<file path="config.mk">
export PLATFORM = sky130hd
export DESIGN_NAME = result_display
export DESIGN_NICKNAME = d
export VERILOG_FILES = /design/src/rtl/result_display.sv
export SDC_FILE = /design/constraint.sdc
export NUM_CORES = 1
export LEC_CHECK = 0
export CAP_MARGIN = 20
export CELL_PAD_IN_SITES_DETAIL_PLACEMENT = 1
export CELL_PAD_IN_SITES_GLOBAL_PLACEMENT = 2
export CORE_ASPECT_RATIO = 0.8
export CORE_MARGIN = 4
export CORE_UTILIZATION = 40
export DETAILED_ROUTE_END_ITERATION = 8
export GPL_TIMING_DRIVEN = 0
export PLACE_DENSITY = 0.92
export SLEW_MARGIN = 15
export SYNTH_ARGS = -nofsm -noshare
export SYNTH_HDL_FRONTEND = slang
export SYNTH_SLANG_ARGS = --single-unit
</file>
<file path="constraint.sdc">
create_clock -name clk -period 4 [get_ports clk]
set_input_delay 0.8 -clock clk [delete_from_list [all_inputs] [get_ports clk]]
set_output_delay 0.8 -clock clk [all_outputs]
set_load 0.005 [all_outputs]
</file>
<file path="src/rtl/result_display.sv">
// 6-bit ALU result to multiplexed 4-digit seven-segment display.
// A double-dabble converter refreshes the digit registers; a scan counter multiplexes the digits.
module result_display #(
  parameter int REFRESH_DIV = 100000
) (
  input  logic       clk,
  input  logic       rst_n,
  input  logic [5:0] x,
  input  logic       signed_mode,
  output logic [6:0] seg,
  output logic [3:0] an,
  output logic       dp,
  output logic       busy
);

  localparam int CW = $clog2(REFRESH_DIV);
  localparam logic [6:0] SEG_BLANK = 7'b1111111;
  localparam logic [6:0] SEG_MINUS = 7'b0111111;

  typedef enum logic [1:0] {IDLE, SHIFT, DONE} state_t;

  state_t      state_q, state_d;
  logic [6:0]  in_q, in_d;
  logic [6:0]  last_q, last_d;
  logic [13:0] sr_q, sr_d;
  logic [2:0]  iter_q, iter_d;
  logic        neg_q, neg_d;
  logic [3:0]  ones_q, ones_d, tens_q, tens_d;
  logic        dneg_q, dneg_d;
  logic        conv_valid_q, conv_valid_d;
  logic [CW-1:0] cnt_q, cnt_d;
  logic [1:0]  idx_q, idx_d;
  logic [6:0]  seg_q, seg_d;
  logic [3:0]  an_q, an_d;
  logic        busy_q, busy_d;
  logic        in_neg;
  logic [5:0]  in_mag;

  function automatic logic [6:0] seg_code(input logic [3:0] d);
    case (d)
      4'd0:    return 7'b1000000;
      4'd1:    return 7'b1111001;
      4'd2:    return 7'b0100100;
      4'd3:    return 7'b0110000;
      4'd4:    return 7'b0011001;
      4'd5:    return 7'b0010010;
      4'd6:    return 7'b0000010;
      4'd7:    return 7'b1111000;
      4'd8:    return 7'b0000000;
      4'd9:    return 7'b0010000;
      default: return SEG_BLANK;
    endcase
  endfunction

  // sr layout: {tens[13:10], ones[9:6], binary[5:0]}
  function automatic logic [13:0] dd_step(input logic [13:0] s);
    logic [13:0] t;
    t = s;
    if (t[9:6] >= 4'd5)   t[9:6]   = t[9:6] + 4'd3;
    if (t[13:10] >= 4'd5) t[13:10] = t[13:10] + 4'd3;
    return {t[12:0], 1'b0};
  endfunction

  assign in_neg = in_q[6] & in_q[5];
  assign in_mag = in_neg ? (6'd0 - in_q[5:0]) : in_q[5:0];

  always_comb begin
    in_d         = {signed_mode, x};
    state_d      = state_q;
    last_d       = last_q;
    sr_d         = sr_q;
    iter_d       = iter_q;
    neg_d        = neg_q;
    ones_d       = ones_q;
    tens_d       = tens_q;
    dneg_d       = dneg_q;
    conv_valid_d = conv_valid_q;
    cnt_d        = cnt_q;
    idx_d        = idx_q;
    seg_d        = SEG_BLANK;

    case (state_q)
      IDLE: begin
        if (!conv_valid_q || in_q != last_q) begin
          state_d = SHIFT;
          last_d  = in_q;
          neg_d   = in_neg;
          sr_d    = {8'd0, in_mag};
          iter_d  = 3'd0;
        end
      end
      SHIFT: begin
        sr_d   = dd_step(sr_q);
        iter_d = iter_q + 3'd1;
        if (iter_q == 3'd5) state_d = DONE;
      end
      DONE: begin
        ones_d       = sr_q[9:6];
        tens_d       = sr_q[13:10];
        dneg_d       = neg_q;
        conv_valid_d = 1'b1;
        state_d      = IDLE;
      end
      default: state_d = IDLE;
    endcase

    // Hold busy through the one IDLE cycle between back-to-back conversions.
    busy_d = (state_d != IDLE) || (state_q == DONE && in_d != last_q);

    if (cnt_q == CW'(REFRESH_DIV - 1)) begin
      cnt_d = '0;
      idx_d = idx_q + 2'd1;
    end else begin
      cnt_d = cnt_q + 1'b1;
    end

    an_d = ~(4'b0001 << idx_d);
    if (conv_valid_d) begin
      case (idx_d)
        2'd0:    seg_d = seg_code(ones_d);
        2'd1:    seg_d = (tens_d == 4'd0) ? SEG_BLANK : seg_code(tens_d);
        2'd2:    seg_d = dneg_d ? SEG_MINUS : SEG_BLANK;
        default: seg_d = SEG_BLANK;
      endcase
    end
  end

  // Input register keeps sampling during reset so the first conversion sees the live input.
  always_ff @(posedge clk) begin
    in_q <= in_d;
  end

  always_ff @(posedge clk or negedge rst_n) begin
    if (!rst_n) begin
      state_q      <= IDLE;
      last_q       <= '0;
      sr_q         <= '0;
      iter_q       <= '0;
      neg_q        <= 1'b0;
      ones_q       <= '0;
      tens_q       <= '0;
      dneg_q       <= 1'b0;
      conv_valid_q <= 1'b0;
      cnt_q        <= '0;
      idx_q        <= '0;
      seg_q        <= SEG_BLANK;
      an_q         <= 4'b1111;
      busy_q       <= 1'b0;
    end else begin
      state_q      <= state_d;
      last_q       <= last_d;
      sr_q         <= sr_d;
      iter_q       <= iter_d;
      neg_q        <= neg_d;
      ones_q       <= ones_d;
      tens_q       <= tens_d;
      dneg_q       <= dneg_d;
      conv_valid_q <= conv_valid_d;
      cnt_q        <= cnt_d;
      idx_q        <= idx_d;
      seg_q        <= seg_d;
      an_q         <= an_d;
      busy_q       <= busy_d;
    end
  end

  assign seg  = seg_q;
  assign an   = an_q;
  assign busy = busy_q;
  assign dp   = 1'b1;

endmodule

</file>
======== Word level (Yosys, flattened, before mapping) ========
Memories as Yosys holds them, arrays and structs flattened.
Cells that the tools add are included.
storage, ports and cells
  register bits ........................... 75
  word-level logic and storage cells ...... 68
  output and inout port bits .............. 13
  memories kept ........................... 2
  bits of input ports ..................... 9
  memory bits (read-only) ................. 224
memories
  memory            words  bits a word  rd ports  clocked after memory_dff  wr ports  RTL line  text
  (name not given)  16     7            1         0                         0         40        case (d)
  (name not given)  16     7            1         0                         0         40
operators by class
  mux-type cells .......................... 20
  bitwise logic cells ..................... 2
  equal/unequal tests ..................... 9
  order comparisons ....................... 2
  reduce and logical (&&, ||, !) cells .... 11
  add/subtract/negate cells ............... 6
  shift-type cells ........................ 1
operators with widths
  operator                                                            number
  one-hot mux 14 bit (2 select lines)                                 1
  two-way mux 7 bit                                                   3
  one-hot mux 7 bit (3 select lines)                                  1
  adder 17 x 1 -> 17 bit (second input constant)                      1
  == test 17 bit (second input constant)                              1
  two-way mux 17 bit                                                  1
  two-way mux 14 bit                                                  1
  inequality test 7 bit                                               2
  two-way mux 4 bit                                                   3
  greater-or-equal comparator 4 x 3 -> 1 bit (second input constant)  2
  two-way mux 2 bit                                                   3
  two-way mux 3 bit                                                   2
  two-way mux 6 bit                                                   1
  one-hot mux 3 bit (2 select lines)                                  1
  subtractor 1 x 6 -> 6 bit (first input constant)                    1
  adder 4 x 2 -> 4 bit (second input constant)                        1
  == test 2 x 1 -> 1 bit (second input constant)                      2
  == test 2 bit (second input constant)                               2
  zero test 2 bit                                                     2
  zero test 4 bit                                                     1
  inverter 4 bit                                                      1
  one-hot mux 2 bit (2 select lines)                                  1
  AND reduction 2 bit                                                 2
  nonzero test 2 bit                                                  2
  other kinds (11)                                                    13

======== Depth between registers and ports, before layout ========
Gate-level depths: netlist of the first run.
  depth after elaboration ................. 6
  depth in mapped cells ................... 14

======== Least setup slack after synthesis of the first run ========
OpenSTA, ideal clock, no wires.
  kind .................................... flip-flop to flip-flop
  start ................................... register state_q[0]
  end ..................................... register seg_q[3], in the netlist seg[3]
  path buffers ............................ 3
  path slack .............................. 1445 ps
  arrival ................................. 2450 ps
  cell stages (with the launch flop) ...... 11
  required time ........................... 3895 ps
  cell sequence ........................... dfrtp_1 > nand2b_1 > buf_6 > buf_2 > buf_1 > nand2_1 > o21a_1 > ha_1 > or4_4 > a221oi_2 > o221ai_1
on the way
  word-level cells in the longest chain between the ends .. 6
  elaborated cells on any way between the ends .. 10
ends and longest elaborated chain
  item                                                                RTL line  text
  from (decl)                                                         22        state_t state_q, state_d;
  from (signal assigned)                                              150       state_q <= state_d;
  == test 2 bit (*)                                                   82        case (state_q)
  two-way mux 4 bit                                                   82
  memory read (16 x 7 bit) / zero test 4 bit (equally long branches)  n/a
  two-way mux 7 bit                                                   121       2'd1: seg_d = (tens_d == 4'd0) ? SEG_BLANK : seg_code(tens_d);
  one-hot mux 7 bit (3 select lines)                                  119       case (idx_d)
  two-way mux 7 bit (*)                                               118       if (conv_valid_d) begin
  via seg_d[3]                                                        33        logic [6:0] seg_q, seg_d;
  to (signal assigned)                                                161       seg_q <= seg_d;
  to (decl)                                                           33
The timed path passes the listed nets; every way through them passes the cells marked *.
A chain may end at the register's enable or synchronous reset.

======== Worst setup path after layout of the first run ========
Same ends and word-level chain as after synthesis.

==> results.toml, run 1 <==
[yosys]
synth_top_area_share_pct = 36.6
yosys.area.top_type = "dfrtp_1"
yosys-top-cells-count = "dfrtp_1, nand2_1, nor2_1"
yosys-top-cells-area = "dfrtp_1, dfstp_2, ha_1"
synth_cells = 401
avgSynthCellArea_um2 = 9.73
ys_async_sr_fraction_pct = 90.7
ys_seq_area_share_pct = 47.6
ys.flop_type = "dfrtp_1"
synth.distinct_cells = 57
synth.net_count = 429
synth_seq_cells = 75
synth_enable_flop_cells = 0
yosysMostFrequentCell = "dfrtp_1"
yosys_warnings = 0
synthesis.area_um2 = 3900

[detailed_routing]
detail_route.vias_per_cell = 5.43
drt-initial-drc-count = 132
via_count = 3003
ant_nets = 0
drc = 0
routed_wl_um = 9680
wl_per_cell_um = 17.5
drt_pass1_iterations = 4

[cts]
cts.path.max_buffers = 2
hold_buffers = 0
numCtsBuffers = 9
cts.sinks = 75
cts_resized = 0
post_cts_buffers = 0
path_clk_slew_ps = 60
cts_tree = "yes"
cts_root_buffer = "clkbuf_16"
insertion_delay_ps = 340
h-tree-depth = 3

[setup_path]
path_class = "reg -> reg"
critPathRequiredTime_ps = 4230
worstReg2RegEnd = "seg[3]"
reg2reg_slack_ps = 840
endpoint_kind = "register"
worstReg2RegStart = "state_q[0]"
critPathLaunchType = "register"
arrival_ps = 3390
crit_fanout = 10
worstRegToRegCells = 10

[die]
io_pins = 22
start_util_pct = 42.1
core-area_um2 = 9270
rows = 31
die_area_um2 = 11400
die_h_um = 96.3
fp.dieW_um = 118

[power]
peakVddDrop_mv = 0.351
powerDensity_nw_per_um2 = 707
leakage_uw = 0.00199
p_total_uw = 3230

[sta]
rsz0062_at_grt = "no"
finClkSkew_ps = 10.3
finalHoldViolCount = 0
min_period_ps = 3160
worstMarginPinSlew_ps = 766
timing.fmax_mhz = 316
relSlewSlack_pct = 48.5
setup_viol_count_final = 0
drv_slew = 0
whs_ps = 364
timing.final.crit_share_pct = 79.1

[cells_and_area]
fillers = 1058
diodes = 0
finalCoreUtilization_pct = 49.3
area_delta_synth_final_pct = 17.2
drive_gt1_share_pct = 11.2
nets = 461

[place]
dp_hpwl_um = 7010
port_buffers = 20
gp_congestion = 0.824

[global_routing]
overflow = 0
grtUsageMet1_pct = 23.2
use_met2_pct = 31.7
antenna_found_initial = 0
grtUsageTotal_pct = 18.3
first_global_vias = 3282
gr-max-usage-layer = "met2"
grt_pass1_wl_um = 16300
use_met3_pct = 4.82
grt_max_degree = 48

[outcome]
status = "finished, final reports clean"

[worst_hold_path]
hold_path_class = "in -> async"

[flow_run]
max_cap_viol_count = 0
-- routing by layer --
layer | vias to the layer above | wire length (µm)
met4 | 0 | 91
met1 | 1510 | 4720
met5 | - | 0
met3 | 5 | 235
met2 | 29 | 4640
li1 | 1459 | -
-- layout by cell type (no fill, tap or decap), types with 7 or more instances in the layout --
cell,synthesis,final
dfstp_2,11,11
clkdlybuf4s50_1,0,19
a21oi_1,21,21
clkbuf_16,0,9
nand4_1,8,8
ha_1,19,19
xor2_1,9,9
nand2_1,43,43
clkbuf_1,6,7
dfxtp_1,7,7
nand3_1,22,22
xnor2_1,25,25
o21ai_0,25,25
dfrtp_1,57,57
inv_1,22,22
nor2_1,32,32
nor3_1,9,9
-- layout make-up --
class	instances	area [µm²]	area share, %
Clock buffer	11	243	5.31
Multi-Input combinational cell	289	1890	41.3
Buffer	14	68.8	1.51
Clock inverter	5	60.1	1.31
Inverter	23	86.3	1.89
Sequential cell	75	1860	40.6
Tap cell	115	144	3.15
Timing Repair Buffer	21	225	4.93
-- critical path, cell delays in order, from the launching register on --
cell and delay, ps:
dfrtp_1 440, nand2b_1 150, buf_6 150, buf_2 240, buf_1 440, nand2_1 110, o21a_1 170, ha_1 300
or4_4 560, a221oi_2 290, o221ai_1 180
-- report_power, final --
group	internal [µW]	leakage [µW]	switching, µW
Sequential	989	0.000897	181
Clock	504	0.000147	328
Combinational	552	0.000942	677
Total	2050	0.00199	1190
-- registers in the layout, indices dropped and copies added, names as in the netlist --
register,count
dneg_q,1
seg,7
cnt_q,17
state_q,2
in_q,7
sr_q,14
ones_q,4
iter_q,3
neg_q,1
tens_q,4
busy,1
last_q,7
an,4
conv_valid_q,1
idx_q,2
-- metrics by stage --
stage / worst slack (ps) / cell area (µm²) / std cells / setup TNS, ps
floorplan: 1450 / 3900 / 401 / 0
global placement: -268 / 4240 / 536 / -15050
detailed placement: 870 / 4270 / 537 / 0
CTS: 867 / 4570 / 553 / 0
global route: 631 / 4570 / 553 / 0
finish: 838 / 4570 / 553 / 0
-- how the worst max path moves through the flow --
| stage | from | endpoint | slack [ps] |
|---|---|---|---|
| 6_report | state_q[0] | seg[3] | 840 |
| 3_5_place_dp | state_q[0] | seg[3] | 870 |
| 2_1_floorplan | state_q[0] | seg[3] | 1450 |
| 4_1_cts | state_q[0] | seg[3] | 870 |
| 5_1_grt | state_q[0] | seg[3] | 630 |
| 3_3_place_gp | rst_n | cnt_q[6] | -270 |
-- kinds of logic (layout without fill, tap and decap cells) --
family                   Yosys count  count (layout)  synth area share [%]
multiplexers                      11              11                  3.14
AO/OA/AOI/OAI                     82              82                  13.6
other                              1               1                0.0962
flip-flops                        75              75                  47.6
XOR/XNOR                          34              34                  7.64
buffers and inverters             37              74                  3.98
adder cells (fa/ha/maj)           19              19                  6.10
AND/OR/NAND/NOR                  142             142                  17.9
Power figures use the tool's default switching activity.
==> inputs of run 2 (changes only) <==
--- a/config.mk
+++ b/config.mk
@@ -10,10 +10,10 @@
 export CELL_PAD_IN_SITES_GLOBAL_PLACEMENT = 2
 export CORE_ASPECT_RATIO = 0.8
 export CORE_MARGIN = 4
-export CORE_UTILIZATION = 40
+export CORE_UTILIZATION = 35
 export DETAILED_ROUTE_END_ITERATION = 8
 export GPL_TIMING_DRIVEN = 0
-export PLACE_DENSITY = 0.92
+export PLACE_DENSITY = 0.86
 export SLEW_MARGIN = 15
 export SYNTH_ARGS = -nofsm -noshare
 export SYNTH_HDL_FRONTEND = slang
==> constraint.sdc (replaced) <==
create_clock -name clk -period 2.55 [get_ports clk]
set_input_delay 0.51 -clock clk [delete_from_list [all_inputs] [get_ports clk]]
set_output_delay 0.51 -clock clk [all_outputs]
set_load 0.005 [all_outputs]
==> run 2 against run 1 <==
Effect of this change:
- register-to-register slack worse by 820 ps
- non-clock buffer count up 1
- clock skew down 3.2 ps
- clock power up 61%
- total power up 60%
==> results.toml, run 2 (same netlist as run 1, synthesis figures left out) <==
[worst_hold_path]
hold_path_class = "in -> async"

[cells_and_area]
reg_top3 = "cnt_q: 17 flops, sr_q: 14 flops"
final_cell_mix = "dfrtp_1, nand2_1, nor2_1, xnor2_1, o21ai_0"
multi_input_area_um2 = 1920
area_delta_synth_final_pct = 19.8
max_flop_register = "cnt_q"
seq_area_um2 = 1860
drive_gt1_share_pct = 12.5
final_common_cell = "dfrtp_1"
nets = 462
largest_reg_flops = 17
finalCoreUtilization_pct = 42.9
diodes = 0
fillers = 1273

[global_routing]
antenna_found_initial = 0
overflow = 0
grt_pass1_wl_um = 16500
first_global_vias = 3206
grt_max_degree = 42
grtUsageTotal_pct = 16.2

[sta]
setup_viol_count_final = 0
worstMarginPinSlew_ps = 542
drv_slew = 0
rsz0062_at_grt = "yes"
min_period_ps = 2530
finClkSkew_ps = 7.08
relSlewSlack_pct = 63.7
timing.final.crit_share_pct = 99.3
setup_ws_ps = 18.4
finalHoldViolCount = 0
timing.fmax_mhz = 395

[detailed_routing]
wl_per_cell_um = 16.7
drt-initial-drc-count = 116
ant_nets = 0
detail_route.vias_per_cell = 5.25
routed_wl_um = 9750
drc = 0
drt_pass1_iterations = 4
via_count = 3063

[cts]
insertion_delay_ps = 340
cts.path.max_buffers = 2
cts.sinks = 75
numCtsBuffers = 9
h-tree-depth = 3
cts_root_buffer = "clkbuf_16"
cts_tree = "yes"
path_clk_slew_ps = 60

[setup_path]
crit_chain = "nand2b_1 -> buf_8 -> buf_6 -> nand2_1 -> o21a_1 -> ha_1 -> or4_4 -> a221oi_4 -> o221ai_2"
crit_path_top_delay_cell = "or4_4"
critPathTopFamily = "simple AND/OR/NAND/NOR gates"
cpPeakStageDelay_ps = 570
crit_fanout = 18
cp.buffers_inverters = 2
critPathLaunchType = "register"
endpoint_kind = "register"
path_class = "reg -> reg"
critPathRequiredTime_ps = 2790
arrival_ps = 2770

[flow_run]
max_cap_viol_count = 0

[power]
p_total_uw = 5160
leakage_uw = 0.00201
powerDensity_nw_per_um2 = 1100
peakVddDrop_mv = 0.466

[die]
start_util_pct = 35.8
fp.dieW_um = 126
die_area_um2 = 12900
rows = 34
core-area_um2 = 10900
die_h_um = 102
io_pins = 22

[place]
gp_congestion = 0.789
port_buffers = 20
dp_hpwl_um = 7000
dp_slack_ps = -419

[outcome]
status = "finished, final reports clean"
[run 2: cell count changes in the layout (fill, tap and decap cells not counted), sizes merged]
cell / before / now
inv: 25 / 23
buf: 10 / 11
clkbuf: 17 / 18
clkinv: 1 / 2
[run 2: final timing paths]
path | from | end | slack, ps | cells past startpoint
max in group asynchronous | rst_n | seg[6] | 1880 | 2
setup reg to reg | state_q[1] | seg[3] | 20 | 9
hold reg to reg | sr_q[5] | sr_q[6] | 480 | 2
setup / recovery | state_q[1] | seg[3] | 20 | 9
hold / removal | rst_n | idx_q[0] | 100 | 1
min in group clk | sr_q[5] | sr_q[6] | 480 | 2
[run 2: worst register-to-register path: stages (launching register included)]
cell      delay (ps)
dfrtp_2          450
nand2b_1         120
buf_8            190
buf_6            170
nand2_1           60
o21a_1           150
ha_1             270
or4_4            570
a221oi_4         290
o221ai_2         160
[run 2: what timing repair did]
action	in CTS	in global routing
gates resized for setup	5	3
setup endpoints to repair	5	4
gates cloned	0	0
buffers inserted	2	0
hold buffers	0	0
[run 2: per-stage QoR]
| step | area, µm² | hold WS (ps) | setup TNS [ps] | cells |
|---|---|---|---|---|
| final | 4670 | 96.9 | 0 | 583 |
| after global placement | 4280 | 454 | -91210 | 565 |
| after detailed placement | 4310 | 465 | -766 | 566 |
| after global routing | 4670 | 119 | -109 | 583 |
| after CTS | 4660 | 97.6 | 0 | 583 |
| after floorplan | 3900 | 214 | 0 | 401 |
[run 2: routing by layer]
layer | track usage [%] | wire [µm] | vias to the layer above | part of all wire [%]
met4 | 5.28 | 140 | 0 | 1.4
met1 | 21.9 | 4830 | 1552 | 50
met5 | 0 | 0 | - | 0
li1 | - | - | 1464 | -
met3 | 3.81 | 289 | 9 | 3.0
met2 | 25.9 | 4490 | 38 | 46
[run 2: where the power goes]
| group | leakage [µW] | internal (µW) | total (µW) | switching, µW |
|---|---|---|---|---|
| registers | 0.000896 | 1550 | 1830 | 274 |
| clock network | 0.000154 | 841 | 1340 | 503 |
| logic | 0.000958 | 899 | 1990 | 1090 |
[run 2: cell type report]
class,count,area share (%)
plain buffers,13,1.61
clock buffers,12,5.73
clock inverters,4,1.02
inverters,23,1.85
multi-input cells,289,41.0
flip-flops and latches,75,39.8
well taps,144,3.86
repair buffers,23,5.14
